## config.mk

```make
export PLATFORM = sky130hd
export DESIGN_NAME = mmcm_rst_seq_flat
export DESIGN_NICKNAME = d
export VERILOG_FILES = /design/src/rtl/mmcm_rst_seq_pkg.sv /design/src/rtl/mmcm_rst_seq_if.sv /design/src/rtl/mmcm_rst_seq_sync.sv /design/src/rtl/mmcm_rst_seq.sv /design/src/flat_wrapper.sv
export SDC_FILE = /design/constraint.sdc
export NUM_CORES = 1
export LEC_CHECK = 0
export ABC_AREA = 1
export CORE_MARGIN = 1
export CORE_UTILIZATION = 40
export CTS_CLUSTER_DIAMETER = 80
export DETAILED_ROUTE_END_ITERATION = 8
export GPL_ROUTABILITY_DRIVEN = 0
export MAX_ROUTING_LAYER = met4
export PLACE_DENSITY = 0.7
export SYNTH_ARGS = -nofsm -noshare
export SYNTH_HDL_FRONTEND = slang
export SYNTH_SLANG_ARGS = --single-unit
export TNS_END_PERCENT = 5
```

## constraint.sdc

```tcl
create_clock -name i_clk -period 1.45 [get_ports i_clk]
set_input_delay 0.29 -clock i_clk [delete_from_list [all_inputs] [get_ports i_clk]]
set_output_delay 0.29 -clock i_clk [all_outputs]
set_load 0.02 [all_outputs]
```

## src/rtl/mmcm_rst_seq_pkg.sv

```systemverilog
// Shared types and width helpers for the MMCM reset sequencer.
package mmcm_rst_seq_pkg;

    typedef enum logic [2:0] {
        ST_RST_PULSE = 3'd0,
        ST_WAIT_LOCK = 3'd1,
        ST_SETTLE    = 3'd2,
        ST_RELEASE   = 3'd3,
        ST_RUN       = 3'd4,
        ST_FAIL      = 3'd5
    } state_t;

    // $clog2 that never returns less than one bit.
    function automatic int clog2_min1(input int value);
        return (value < 2) ? 1 : $clog2(value);
    endfunction

    function automatic int max3(input int a, input int b, input int c);
        int m;
        m = (a > b) ? a : b;
        return (m > c) ? m : c;
    endfunction

endpackage

```

## src/rtl/mmcm_rst_seq_if.sv

```systemverilog
// Lock/force inputs and reset/status outputs of the MMCM reset sequencer.
interface mmcm_rst_seq_if
    import mmcm_rst_seq_pkg::*;
#(
    parameter int N_DOMAINS = 3,
    parameter int MAX_RETRY = 3
);
    localparam int RETRY_W = clog2_min1(MAX_RETRY + 1);

    logic                 i_mmcm_locked;
    logic                 i_force_rst;
    logic                 o_mmcm_rst;
    logic                 o_bufr_rst;
    logic [N_DOMAINS-1:0] o_dom_rst;
    logic                 o_slocked;
    logic                 o_ready;
    logic                 o_fail;
    logic [RETRY_W-1:0]   o_retry_cnt;

    // Sequencer side.
    modport master (
        input  i_mmcm_locked,
        input  i_force_rst,
        output o_mmcm_rst,
        output o_bufr_rst,
        output o_dom_rst,
        output o_slocked,
        output o_ready,
        output o_fail,
        output o_retry_cnt
    );

    // Clocking-path / software side.
    modport slave (
        output i_mmcm_locked,
        output i_force_rst,
        input  o_mmcm_rst,
        input  o_bufr_rst,
        input  o_dom_rst,
        input  o_slocked,
        input  o_ready,
        input  o_fail,
        input  o_retry_cnt
    );

endinterface

```

## src/rtl/mmcm_rst_seq_sync.sv

```systemverilog
// Flop chain used both as the lock synchroniser and as the reset
// deassertion bridge (async clear, synchronous release of the constant input).
module mmcm_rst_seq_sync #(
    parameter int   STAGES  = 2,
    parameter logic RST_VAL = 1'b0
) (
    input  logic i_clk,
    input  logic i_rst_n,
    input  logic i_d,
    output logic o_q
);

    logic [STAGES-1:0] chain_q;
    logic [STAGES-1:0] chain_d;

    // Shift the input one stage per clock.
    always_comb begin
        chain_d = {chain_q[STAGES-2:0], i_d};
    end

    // Chain registers, cleared asynchronously.
    always_ff @(posedge i_clk or negedge i_rst_n) begin
        if (!i_rst_n) begin
            chain_q <= {STAGES{RST_VAL}};
        end else begin
            chain_q <= chain_d;
        end
    end

    assign o_q = chain_q[STAGES-1];

endmodule

```

## src/rtl/mmcm_rst_seq.sv

```systemverilog
// MMCM reset sequencer: pulses the MMCM reset, waits for a synchronised lock
// with timeout and bounded retry, pulses the BUFR clear, then releases the
// downstream domain resets one at a time in index order.
//
// state        | meaning
// -------------+---------------------------------------------------------
// ST_RST_PULSE | MMCM reset held high for RST_PULSE_CYC cycles
// ST_WAIT_LOCK | MMCM running, waiting up to LOCK_TIMEOUT_CYC for lock
// ST_SETTLE    | BUFR clear pulsed on entry, wait SETTLE_CYC
// ST_RELEASE   | domain idx released, wait SETTLE_CYC before the next one
// ST_RUN       | all domains released, lock held
// ST_FAIL      | retries exhausted, MMCM held in reset until forced
module mmcm_rst_seq
    import mmcm_rst_seq_pkg::*;
#(
    parameter int N_DOMAINS        = 3,
    parameter int RST_PULSE_CYC    = 8,
    parameter int LOCK_TIMEOUT_CYC = 125000,
    parameter int SETTLE_CYC       = 16,
    parameter int SYNC_STAGES      = 2,
    parameter int MAX_RETRY        = 3
) (
    input  logic           i_clk,
    input  logic           i_arst_n,
    mmcm_rst_seq_if.master bus
);

    localparam int CNT_W   = clog2_min1(max3(RST_PULSE_CYC, LOCK_TIMEOUT_CYC, SETTLE_CYC) + 1);
    localparam int IDX_W   = clog2_min1(N_DOMAINS);
    localparam int RETRY_W = clog2_min1(MAX_RETRY + 1);

    localparam logic [CNT_W-1:0]   PULSE_LAST   = CNT_W'(RST_PULSE_CYC - 1);
    localparam logic [CNT_W-1:0]   TIMEOUT_LAST = CNT_W'(LOCK_TIMEOUT_CYC - 1);
    localparam logic [CNT_W-1:0]   SETTLE_LAST  = CNT_W'(SETTLE_CYC - 1);
    localparam logic [CNT_W-1:0]   CNT_MAX      = {CNT_W{1'b1}};
    localparam logic [IDX_W-1:0]   IDX_LAST     = IDX_W'(N_DOMAINS - 1);
    localparam logic [RETRY_W-1:0] RETRY_MAX    = RETRY_W'(MAX_RETRY);

    logic rst_sync_n;
    logic slocked;

    state_t               state_q, state_d;
    logic [CNT_W-1:0]     cnt_q, cnt_d;
    logic [IDX_W-1:0]     idx_q, idx_d;
    logic [RETRY_W-1:0]   retry_q, retry_d;
    logic                 mmcm_rst_q, mmcm_rst_d;
    logic                 bufr_rst_q, bufr_rst_d;
    logic [N_DOMAINS-1:0] dom_rst_q, dom_rst_d;
    logic                 ready_q, ready_d;
    logic                 fail_q, fail_d;

    // Reset bridge: asserts with i_arst_n, releases two clocks later.
    mmcm_rst_seq_sync #(
        .STAGES  (2),
        .RST_VAL (1'b0)
    ) u_rst_bridge (
        .i_clk   (i_clk),
        .i_rst_n (i_arst_n),
        .i_d     (1'b1),
        .o_q     (rst_sync_n)
    );

    // Lock synchroniser; its last flop is the registered o_slocked.
    mmcm_rst_seq_sync #(
        .STAGES  (SYNC_STAGES),
        .RST_VAL (1'b0)
    ) u_lock_sync (
        .i_clk   (i_clk),
        .i_rst_n (i_arst_n),
        .i_d     (bus.i_mmcm_locked),
        .o_q     (slocked)
    );

    // Next-state, shared counter, release index, retry count and registered outputs.
    always_comb begin
        state_d   = state_q;
        cnt_d     = (cnt_q == CNT_MAX) ? cnt_q : cnt_q + 1'b1;
        idx_d     = idx_q;
        retry_d   = retry_q;
        dom_rst_d = dom_rst_q;

        // Force beats any timeout or lock event in the same cycle.
        if (bus.i_force_rst && (state_q != ST_RST_PULSE)) begin
            state_d = ST_RST_PULSE;
            retry_d = '0;
        end else begin
            case (state_q)
                ST_RST_PULSE: begin
                    if (cnt_q == PULSE_LAST) begin
                        state_d = ST_WAIT_LOCK;
                    end
                end
                ST_WAIT_LOCK: begin
                    if (slocked) begin
                        state_d = ST_SETTLE;
                    end else if (cnt_q == TIMEOUT_LAST) begin
                        if (retry_q < RETRY_MAX) begin
                            retry_d = retry_q + 1'b1;
                            state_d = ST_RST_PULSE;
                        end else begin
                            state_d = ST_FAIL;
                        end
                    end
                end
                ST_SETTLE: begin
                    if (!slocked) begin
                        state_d = ST_RST_PULSE;
                        retry_d = '0;
                    end else if (cnt_q == SETTLE_LAST) begin
                        state_d      = ST_RELEASE;
                        idx_d        = '0;
                        dom_rst_d[0] = 1'b0;
                    end
                end
                ST_RELEASE: begin
                    if (!slocked) begin
                        state_d = ST_RST_PULSE;
                        retry_d = '0;
                    end else if (cnt_q == SETTLE_LAST) begin
                        if (idx_q == IDX_LAST) begin
                            state_d = ST_RUN;
                        end else begin
                            idx_d            = idx_q + 1'b1;
                            dom_rst_d[idx_d] = 1'b0;
                            cnt_d            = '0;
                        end
                    end
                end
                ST_RUN: begin
                    if (!slocked) begin
                        state_d = ST_RST_PULSE;
                        retry_d = '0;
                    end
                end
                ST_FAIL: begin
                    state_d = ST_FAIL;
                end
                default: begin
                    state_d = ST_RST_PULSE;
                end
            endcase
        end

        if (state_d != state_q) begin
            cnt_d = '0;
        end

        // Every state outside RELEASE/RUN holds all domains in reset.
        if ((state_d != ST_RELEASE) && (state_d != ST_RUN)) begin
            dom_rst_d = '1;
        end

        mmcm_rst_d = (state_d == ST_RST_PULSE) || (state_d == ST_FAIL);
        bufr_rst_d = (state_d == ST_SETTLE) && (state_q != ST_SETTLE);
        ready_d    = (state_d == ST_RUN);
        fail_d     = (state_d == ST_FAIL);
    end

    // FSM and output registers, held in reset until the bridge releases.
    always_ff @(posedge i_clk or negedge rst_sync_n) begin
        if (!rst_sync_n) begin
            state_q    <= ST_RST_PULSE;
            cnt_q      <= '0;
            idx_q      <= '0;
            retry_q    <= '0;
            mmcm_rst_q <= 1'b1;
            bufr_rst_q <= 1'b0;
            dom_rst_q  <= '1;
            ready_q    <= 1'b0;
            fail_q     <= 1'b0;
        end else begin
            state_q    <= state_d;
            cnt_q      <= cnt_d;
            idx_q      <= idx_d;
            retry_q    <= retry_d;
            mmcm_rst_q <= mmcm_rst_d;
            bufr_rst_q <= bufr_rst_d;
            dom_rst_q  <= dom_rst_d;
            ready_q    <= ready_d;
            fail_q     <= fail_d;
        end
    end

    assign bus.o_mmcm_rst  = mmcm_rst_q;
    assign bus.o_bufr_rst  = bufr_rst_q;
    assign bus.o_dom_rst   = dom_rst_q;
    assign bus.o_slocked   = slocked;
    assign bus.o_ready     = ready_q;
    assign bus.o_fail      = fail_q;
    assign bus.o_retry_cnt = retry_q;

endmodule
```

## src/flat_wrapper.sv

```systemverilog
// flat-port wrapper written by rule: the top's interface ports become plain ports
module mmcm_rst_seq_flat import mmcm_rst_seq_pkg::*;
#(
    parameter int N_DOMAINS        = 3,
    parameter int RST_PULSE_CYC    = 8,
    parameter int LOCK_TIMEOUT_CYC = 125000,
    parameter int SETTLE_CYC       = 16,
    parameter int SYNC_STAGES      = 2,
    parameter int MAX_RETRY        = 3
)
  (i_clk, i_arst_n, bus_i_mmcm_locked, bus_i_force_rst, bus_o_mmcm_rst, bus_o_bufr_rst, bus_o_dom_rst, bus_o_slocked, bus_o_ready, bus_o_fail, bus_o_retry_cnt);
  mmcm_rst_seq_if #(.N_DOMAINS(N_DOMAINS), .MAX_RETRY(MAX_RETRY)) bus_i ();
  input  logic i_clk;
  input  logic i_arst_n;
  input wire logic [$bits(bus_i.i_mmcm_locked)-1:0] bus_i_mmcm_locked;
  input wire logic [$bits(bus_i.i_force_rst)-1:0] bus_i_force_rst;
  output wire logic [$bits(bus_i.o_mmcm_rst)-1:0] bus_o_mmcm_rst;
  output wire logic [$bits(bus_i.o_bufr_rst)-1:0] bus_o_bufr_rst;
  output wire logic [$bits(bus_i.o_dom_rst)-1:0] bus_o_dom_rst;
  output wire logic [$bits(bus_i.o_slocked)-1:0] bus_o_slocked;
  output wire logic [$bits(bus_i.o_ready)-1:0] bus_o_ready;
  output wire logic [$bits(bus_i.o_fail)-1:0] bus_o_fail;
  output wire logic [$bits(bus_i.o_retry_cnt)-1:0] bus_o_retry_cnt;
  assign bus_i.i_mmcm_locked = bus_i_mmcm_locked;
  assign bus_i.i_force_rst = bus_i_force_rst;
  assign bus_o_mmcm_rst = bus_i.o_mmcm_rst;
  assign bus_o_bufr_rst = bus_i.o_bufr_rst;
  assign bus_o_dom_rst = bus_i.o_dom_rst;
  assign bus_o_slocked = bus_i.o_slocked;
  assign bus_o_ready = bus_i.o_ready;
  assign bus_o_fail = bus_i.o_fail;
  assign bus_o_retry_cnt = bus_i.o_retry_cnt;
  mmcm_rst_seq #(.N_DOMAINS(N_DOMAINS), .RST_PULSE_CYC(RST_PULSE_CYC), .LOCK_TIMEOUT_CYC(LOCK_TIMEOUT_CYC), .SETTLE_CYC(SETTLE_CYC), .SYNC_STAGES(SYNC_STAGES), .MAX_RETRY(MAX_RETRY)) u_core (.i_clk(i_clk), .i_arst_n(i_arst_n), .bus(bus_i));
endmodule
```

==> results by group, run 1 <==
Logic synthesis
  • Unique masters post-synth: 30
  • Synth Warn #: 0
  • Post-Syn Area: 2101 sq um
  • Register area share after synthesis: 41.93%
  • Net Count, Synth: 280
  • Post-Syn Instances: 270
  • Syn avg cell area: slightly below 8 sq um
  • #FFs+latches synth: 35

Critical path
  • Worst EP arrival: approximately 2.1 ns
  • Crit Path Max Fanout: 11
  • RR Endpoint: u_core.cnt_q[16]
  • WP data required: 1.64 ns
  • CP Class: reg2reg
  • Critical Path Source Type: flip-flop
  • Worst setup EP type: flip-flop
  • Worst reg-to-reg path cell count: 14
  • Flop2flop setup slack: -0.46 ns
  • R2R Path Start: u_core.cnt_q[11]

Global route
  • Largest net degree at the start of global routing: 32
  • First-pass GRT wire length: between 9000 and 10000 microns
  • Initial antenna violation count: 0
  • GRT Overall Usage: a little under a quarter
  • Vias in the first global route: 2016
  • GRT Residual Overflow: 0

Power
  • Leak: between 1.5 and 2 nW
  • Peak supply drop: approximately 1.0 mV
  • Pwr/cell area: 1345 nW/um^2
  • Total Power: roughly 4.1 mW

STA
  • Final setup fails: 30
  • Unrepaired setup endpoints after global routing: true
  • Hold slack: 0.1818 ns
  • Setup TNS: -11.14 ns
  • Slew Limit Fails: 0
  • Fmax: 524.7 MHz
  • Final Hold Viols: 0
  • Final min period: roughly 1.9 ns
  • Clk_skew: 0.006520 ns
  • Slack of the critical path: -0.4559 ns
  • Final period util: 131.4%

Floorplanning
  • Die Ht: 74.47 microns
  • Row Count: 26
  • IO Pins: 14
  • Core box area: ~5100 sq um
  • Initial core utilization: 41.40%
  • Die Footprint: 5546 sq um
  • Die width: approximately 74 microns

Final layout
  • Final net count: 368
  • Layout cells sized above 1: 41.78%
  • Fillers: 437
  • Area Growth Syn to Fin: 46.04%
  • Final cell count without fillers: 429
  • Antenna Cells: 0

CTS
  • Root Driver: clkbuf_8
  • CTS tree: built
  • H-tree Lvls: 2
  • Maximum buffer depth of the clock tree: 2
  • Clock transition at path regs: about 0.080 ns
  • Worst-Skew Late Latency: 0.30 ns
  • Clk sinks: 35
  • Num CTS Buffers: 5
  • Hold buffer count at CTS: 0

Placed design
  • HPWL after DPL: 3994 microns
  • Buffers on Ports: 13
  • Dpl cells: 413

Route
  • Routed Antenna Nets: 0
  • Routed WL: 5821 microns
  • Via count: 2086
  • Residual DRC: 0
  • DR WL/cell: roughly 14 microns
  • DR iter-0 viols: 108
  • Vias per cell: 4.862
  • TritonRoute pass-1 iters: 4

Job
  • Maxcap violations: 0

Status
  • Violated checks: setup timing
  • Status: finished, violations left

Min path
  • Hold crit path type: in2async
## metrics by stage
| stage | util, % | area (sq um) | worst slack [ns] |
|---|---|---|---|
| floorplan | - | 2137 | -0.2429 |
| global placement | 55.13 | 2798 | -0.4398 |
| detailed placement | 55.13 | 2798 | -0.4588 |
| CTS | 59.34 | 3012 | -0.3313 |
| global route | 60.45 | 3068 | -0.5722 |
| finish | 60.45 | 3068 | -0.4559 |
## report_power, final
part / switching (mW) / internal [mW] / total [mW]
combinational: 1.13 / 1.00 / 2.13
clock: 0.416 / 0.344 / 0.759
sequential: 0.135 / 1.11 / 1.24
## layout by cell type (no fill, tap or decap), types with 6 or more instances in the layout
cell type,count
nand3_1,24
nor2_4,8
inv_1,41
o21ai_0,7
buf_4,66
nand4_1,9
nand2_1,36
xor2_1,7
dfrtp_1,31
inv_2,6
nand2_2,14
nor2_1,20
nor2_2,24
## timing repair
action | 4_1_cts | 5_1_grt
pin swaps | 11 | 12
gates cloned | 0 | 0
endpoints found under the setup margin | 40 | 37
buffers inserted | 5 | 3
gates resized for setup | 37 | 17
## Yosys cell counts
cell type,count,area share (%)
a21oi_1,3,0.71
nor3b_2,1,0.60
dfrtp_1,31,37
nand3_2,2,0.95
xor2_1,7,2.9
dfstp_2,4,5.0
inv_1,45,8.0
inv_2,2,0.36
o2111ai_1,1,0.42
nor3_2,1,0.48
nand2_1,45,8.0
nand4_1,9,2.7
nand2_2,6,1.8
nor2_4,3,1.6
nand4_2,1,0.60
o21ai_1,1,0.24
ha_1,6,3.6
nand3_4,1,0.83
o21ai_0,11,2.6
buf_6,1,0.54
nand3_1,26,6.2
xnor2_1,1,0.42
or2_2,2,0.60
nor2_2,17,5.1
o211ai_1,3,1.1
conb_1,1,0.18
nor2_1,32,5.7
o21a_1,1,0.36
nor3_1,5,1.2
nor4_1,1,0.30
## layer usage
layer / global-route usage (%) / share of wire [%]
met5: - / 0
met2: 39.24 / 52
met3: 3.659 / 3.7
met4: 11.74 / 2.0
met1: 27.64 / 42
## kinds of logic after synthesis
| kind of cell | share of synthesized area (%) |
|---|---|
| flops | 41.93 |
| xor+xnor | 3.335 |
| buf+inv | 8.934 |
| fa+ha+maj | 3.573 |
| other cells | 0.1785 |
| simple gates | 36.63 |
| compound gates | 5.419 |
## worst max-delay path by stage
stage	from	slack [ns]	to
after floorplan	u_core.cnt_q[0]	-0.24	u_core.cnt_q[13]
after global placement	u_core.cnt_q[4]	-0.44	u_core.cnt_q[9]
after detailed placement	u_core.cnt_q[4]	-0.46	u_core.cnt_q[2]
after CTS	u_core.cnt_q[1]	-0.33	u_core.cnt_q[10]
after global routing	u_core.cnt_q[0]	-0.57	u_core.cnt_q[0]
final	u_core.cnt_q[11]	-0.46	u_core.cnt_q[16]
## registers in the layout, indices dropped and copies added, names as in the netlist, 2 cells and up
signal,cells
u_core.cnt_q,17
u_core.bus.o_dom_rst,3
u_core.state_q,3
u_core.bus.o_retry_cnt,2
u_core.idx_q,2
u_core.u_lock_sync.chain_q,2
u_core.u_rst_bridge.chain_q,2
## layout make-up
cell class,instances,area (sq um),share of cell area [%]
timing repair buffer,82,663.1,21.62
clock buffer,5,68.82,2.243
inverter,47,176.4,5.750
tap,70,87.58,2.855
clock inverter,3,23.77,0.7749
multi-input combinational,187,1167,38.05
sequential,35,880.8,28.71
## critical path, cell delays in order (launching register included)
cell     delay [ns]
dfrtp_1        0.43
nor2_2         0.16
nand2_2        0.08
nor2_4         0.19
buf_6          0.12
nand3_1        0.05
nor2_1         0.12
nor2_1         0.07
nand3_2        0.08
nand2_2        0.05
nand2_1        0.07
nand2_2        0.06
nand3_4        0.10
buf_12         0.15
nor2_1         0.04
No activity file was read; power rests on OpenSTA's default activity.
==> inputs of run 2 (changes only) <==
--- a/config.mk
+++ b/config.mk
@@ -13,5 +13,6 @@
 export GPL_ROUTABILITY_DRIVEN = 0
 export MAX_ROUTING_LAYER = met4
-export PLACE_DENSITY = 0.7
+export PLACE_DENSITY = 0.72
+export SLEW_MARGIN = 40
 export SYNTH_ARGS = -nofsm -noshare
 export SYNTH_HDL_FRONTEND = slang
==> constraint.sdc (replaced) <==
create_clock -name i_clk -period 1.7 [get_ports i_clk]
set_input_delay 0.17 -clock i_clk [delete_from_list [all_inputs] [get_ports i_clk]]
set_output_delay 0.17 -clock i_clk [all_outputs]
set_load 0.02 [all_outputs]
==> results by group, run 2 (synthesis results as in run 1) <==
Final layout
  • Commonest non-fill, non-tap cell in the layout: buf_4
  • Max FFs per register: 17 (unchanged)
  • Final cell count without fillers: 415 (-3.3%)
  • Fillers: 437 (unchanged)
  • Final core occ: 58.48% (-2.0 points)
  • Layout cells sized above 1: 36.52% (-5.3 points)
  • Most flop-heavy register: u_core.cnt_q
  • Most frequent cells in the layout: buf_4, inv_1, nand2_1
  • Final net count: 354 (-3.8%)
  • Antenna Cells: 0 (unchanged)
  • Area Growth Syn to Fin: 41.27%

CTS
  • Clock transition at path regs: 0.07 ns (about the same)
  • H-tree Lvls: 2 (unchanged)
  • Num CTS Buffers: 5 (unchanged)
  • Maximum buffer depth of the clock tree: 2 (unchanged)
  • CTS tree: built
  • Root Driver: clkbuf_8
  • Clk sinks: 35 (unchanged)
  • Hold buffer count at CTS: 0 (unchanged)
  • Worst-Skew Late Latency: 0.29 ns (about the same)

Min path
  • Hold crit path type: reg2async

Route
  • Vias per cell: 4.786 (-1.6%)
  • DR iter-0 viols: 128 (+19%)
  • Routed Antenna Nets: 0 (unchanged)
  • Routed WL: 5236 microns (-10%)
  • Residual DRC: 0 (unchanged)
  • TritonRoute pass-1 iters: 5 (+1)
  • Via count: 1986 (-4.8%)
  • DR WL/cell: 12.62 microns (-7.0%)

STA
  • Clk_skew: 0.01052 ns (+0.004002 ns)
  • Slew Limit Fails: 0 (unchanged)
  • Final min period: 1.893 ns (-0.01284 ns)
  • Unrepaired setup endpoints after global routing: true
  • Final setup fails: 23 (-23%)
  • Fmax: 528.3 MHz (+0.68%)
  • Final period util: 111.4% (-20 points)
  • Final Hold Viols: 0 (unchanged)
  • Hold slack: 0.06627 ns (-0.1155 ns)
  • Slack of the critical path: -0.1930 ns (+0.2628 ns)

Floorplanning
  • IO Pins: 14 (unchanged)
  • Die Ht: 74.47 microns (unchanged)
  • Core box area: 5075 sq um (unchanged)
  • Row Count: 26 (unchanged)
  • Die width: 74.47 microns (unchanged)
  • Die Footprint: 5546 sq um (unchanged)
  • Initial core utilization: 41.40% (unchanged)

Placed design
  • Buffers on Ports: 13 (unchanged)
  • HPWL after DPL: 3925 microns (-1.7%)
  • Placement Setup Slack: -0.1743 ns (+0.2845 ns)
  • Dpl cells: 403 (-2.4%)

Global route
  • Largest net degree at the start of global routing: 28 (-13%)
  • Met1 Track Usage GR: 26.30% (-1.3 points)
  • Met2 usage: 33.33% (-5.9 points)
  • GRT Overall Usage: 20.92% (-2.7 points)
  • Most Crowded Layer GR: met2
  • GRT Residual Overflow: 0 (unchanged)
  • GR Util met3: 4.065% (+0.41 points)
  • Initial antenna violation count: 0 (unchanged)
  • First-pass GRT wire length: 8293 microns (-11%)
  • Vias in the first global route: 1863 (-7.6%)

Critical path
  • WP data required: 1.87 ns (+0.23 ns)
  • Worst setup EP type: flip-flop
  • Worst EP arrival: 2.07 ns (-0.03 ns)
  • CP Class: reg2reg
  • Critical Path Source Type: flip-flop
  • Crit Path Max Fanout: 8 (-3)

Power
  • Total Power: 3.318 mW (-20%)
  • Leak: 1.465 nW (-3.6%)
  • Pwr/cell area: 1118 nW/um^2 (-17%)
  • Peak supply drop: 0.8281 mV (-21%)

Status
  • Violated checks: setup timing
  • Status: finished, violations left

Job
  • Maxcap violations: 0 (unchanged)
[run 2: what timing repair did]
action | in CTS | in global routing
hold endpoints to repair | 0 | 0
endpoints found under the setup margin | 25 | 28
gates resized for setup | 10 | 21
cloned | 0 | 1
buffers inserted | 2 | 1
pin swaps | 2 | 7
[run 2: cell type report]
class                           instances  area (sq um)  share of cell area [%]
Tap cell                               70         87.58                   2.951
Inverter                               47         178.9                   6.029
Clock inverter                          2         12.51                  0.4216
Clock buffer                            6         72.57                   2.445
Timing Repair Buffer                   68         593.1                   19.98
Sequential cell                        35         880.8                   29.68
Multi-Input combinational cell        187          1142                   38.49
[run 2: per-stage QoR]
step | area [sq um] | setup TNS, ns
6_report | 2968 | -3.155
5_1_grt | 2968 | -6.826
4_1_cts | 2864 | -1.924
3_5_place_dp | 2743 | -2.853
3_3_place_gp | 2743 | -1.418
2_1_floorplan | 2132 | -0.008208
[run 2: path summary, 6_finish.rpt]
path	from	endpoint	slack, ns	cells after the start
max in group asynchronous	u_core.u_rst_bridge.chain_q[1]	u_core.bus.o_mmcm_rst	1.00	1
worst max-delay path	u_core.cnt_q[13]	u_core.cnt_q[13]	-0.19	13
worst min-delay path	u_core.u_rst_bridge.chain_q[1]	u_core.bus.o_retry_cnt[1]	0.07	0
min in group i_clk	bus_i_mmcm_locked	u_core.u_lock_sync.chain_q[0]	0.32	1
worst max register to register	u_core.cnt_q[13]	u_core.cnt_q[13]	-0.19	13
worst min register to register	u_core.u_rst_bridge.chain_q[1]	u_core.bus.o_retry_cnt[1]	0.07	0
[run 2: where the power goes]
group	total [mW]	switching (mW)	internal, mW	leakage (nW)
Sequential	1.05	0.106	0.946	0.459
Clock	0.598	0.312	0.286	0.0412
Combinational	1.67	0.896	0.771	0.965
Total	3.32	1.31	2.00	1.47
[run 2: critical path, stage by stage, from the launching register on]
cell and delay, ns:
dfrtp_1 0.41, nor2_1 0.11, nand2_1 0.11, nor2_4 0.21
nand4_4 0.11, nor2_2 0.13, nor2_1 0.05, nand2_1 0.11
nand2_2 0.09, nand2_2 0.07, nand2_2 0.06, nand3_4 0.10
clkbuf_16 0.17, nor2_2 0.03
[run 2: routing by layer]
metal | share of wire [%] | up-vias
met4 | 0.76 | 0
met1 | 44 | 926
li1 | - | 1002
met2 | 50 | 54
met5 | 0 | -
met3 | 4.8 | 4
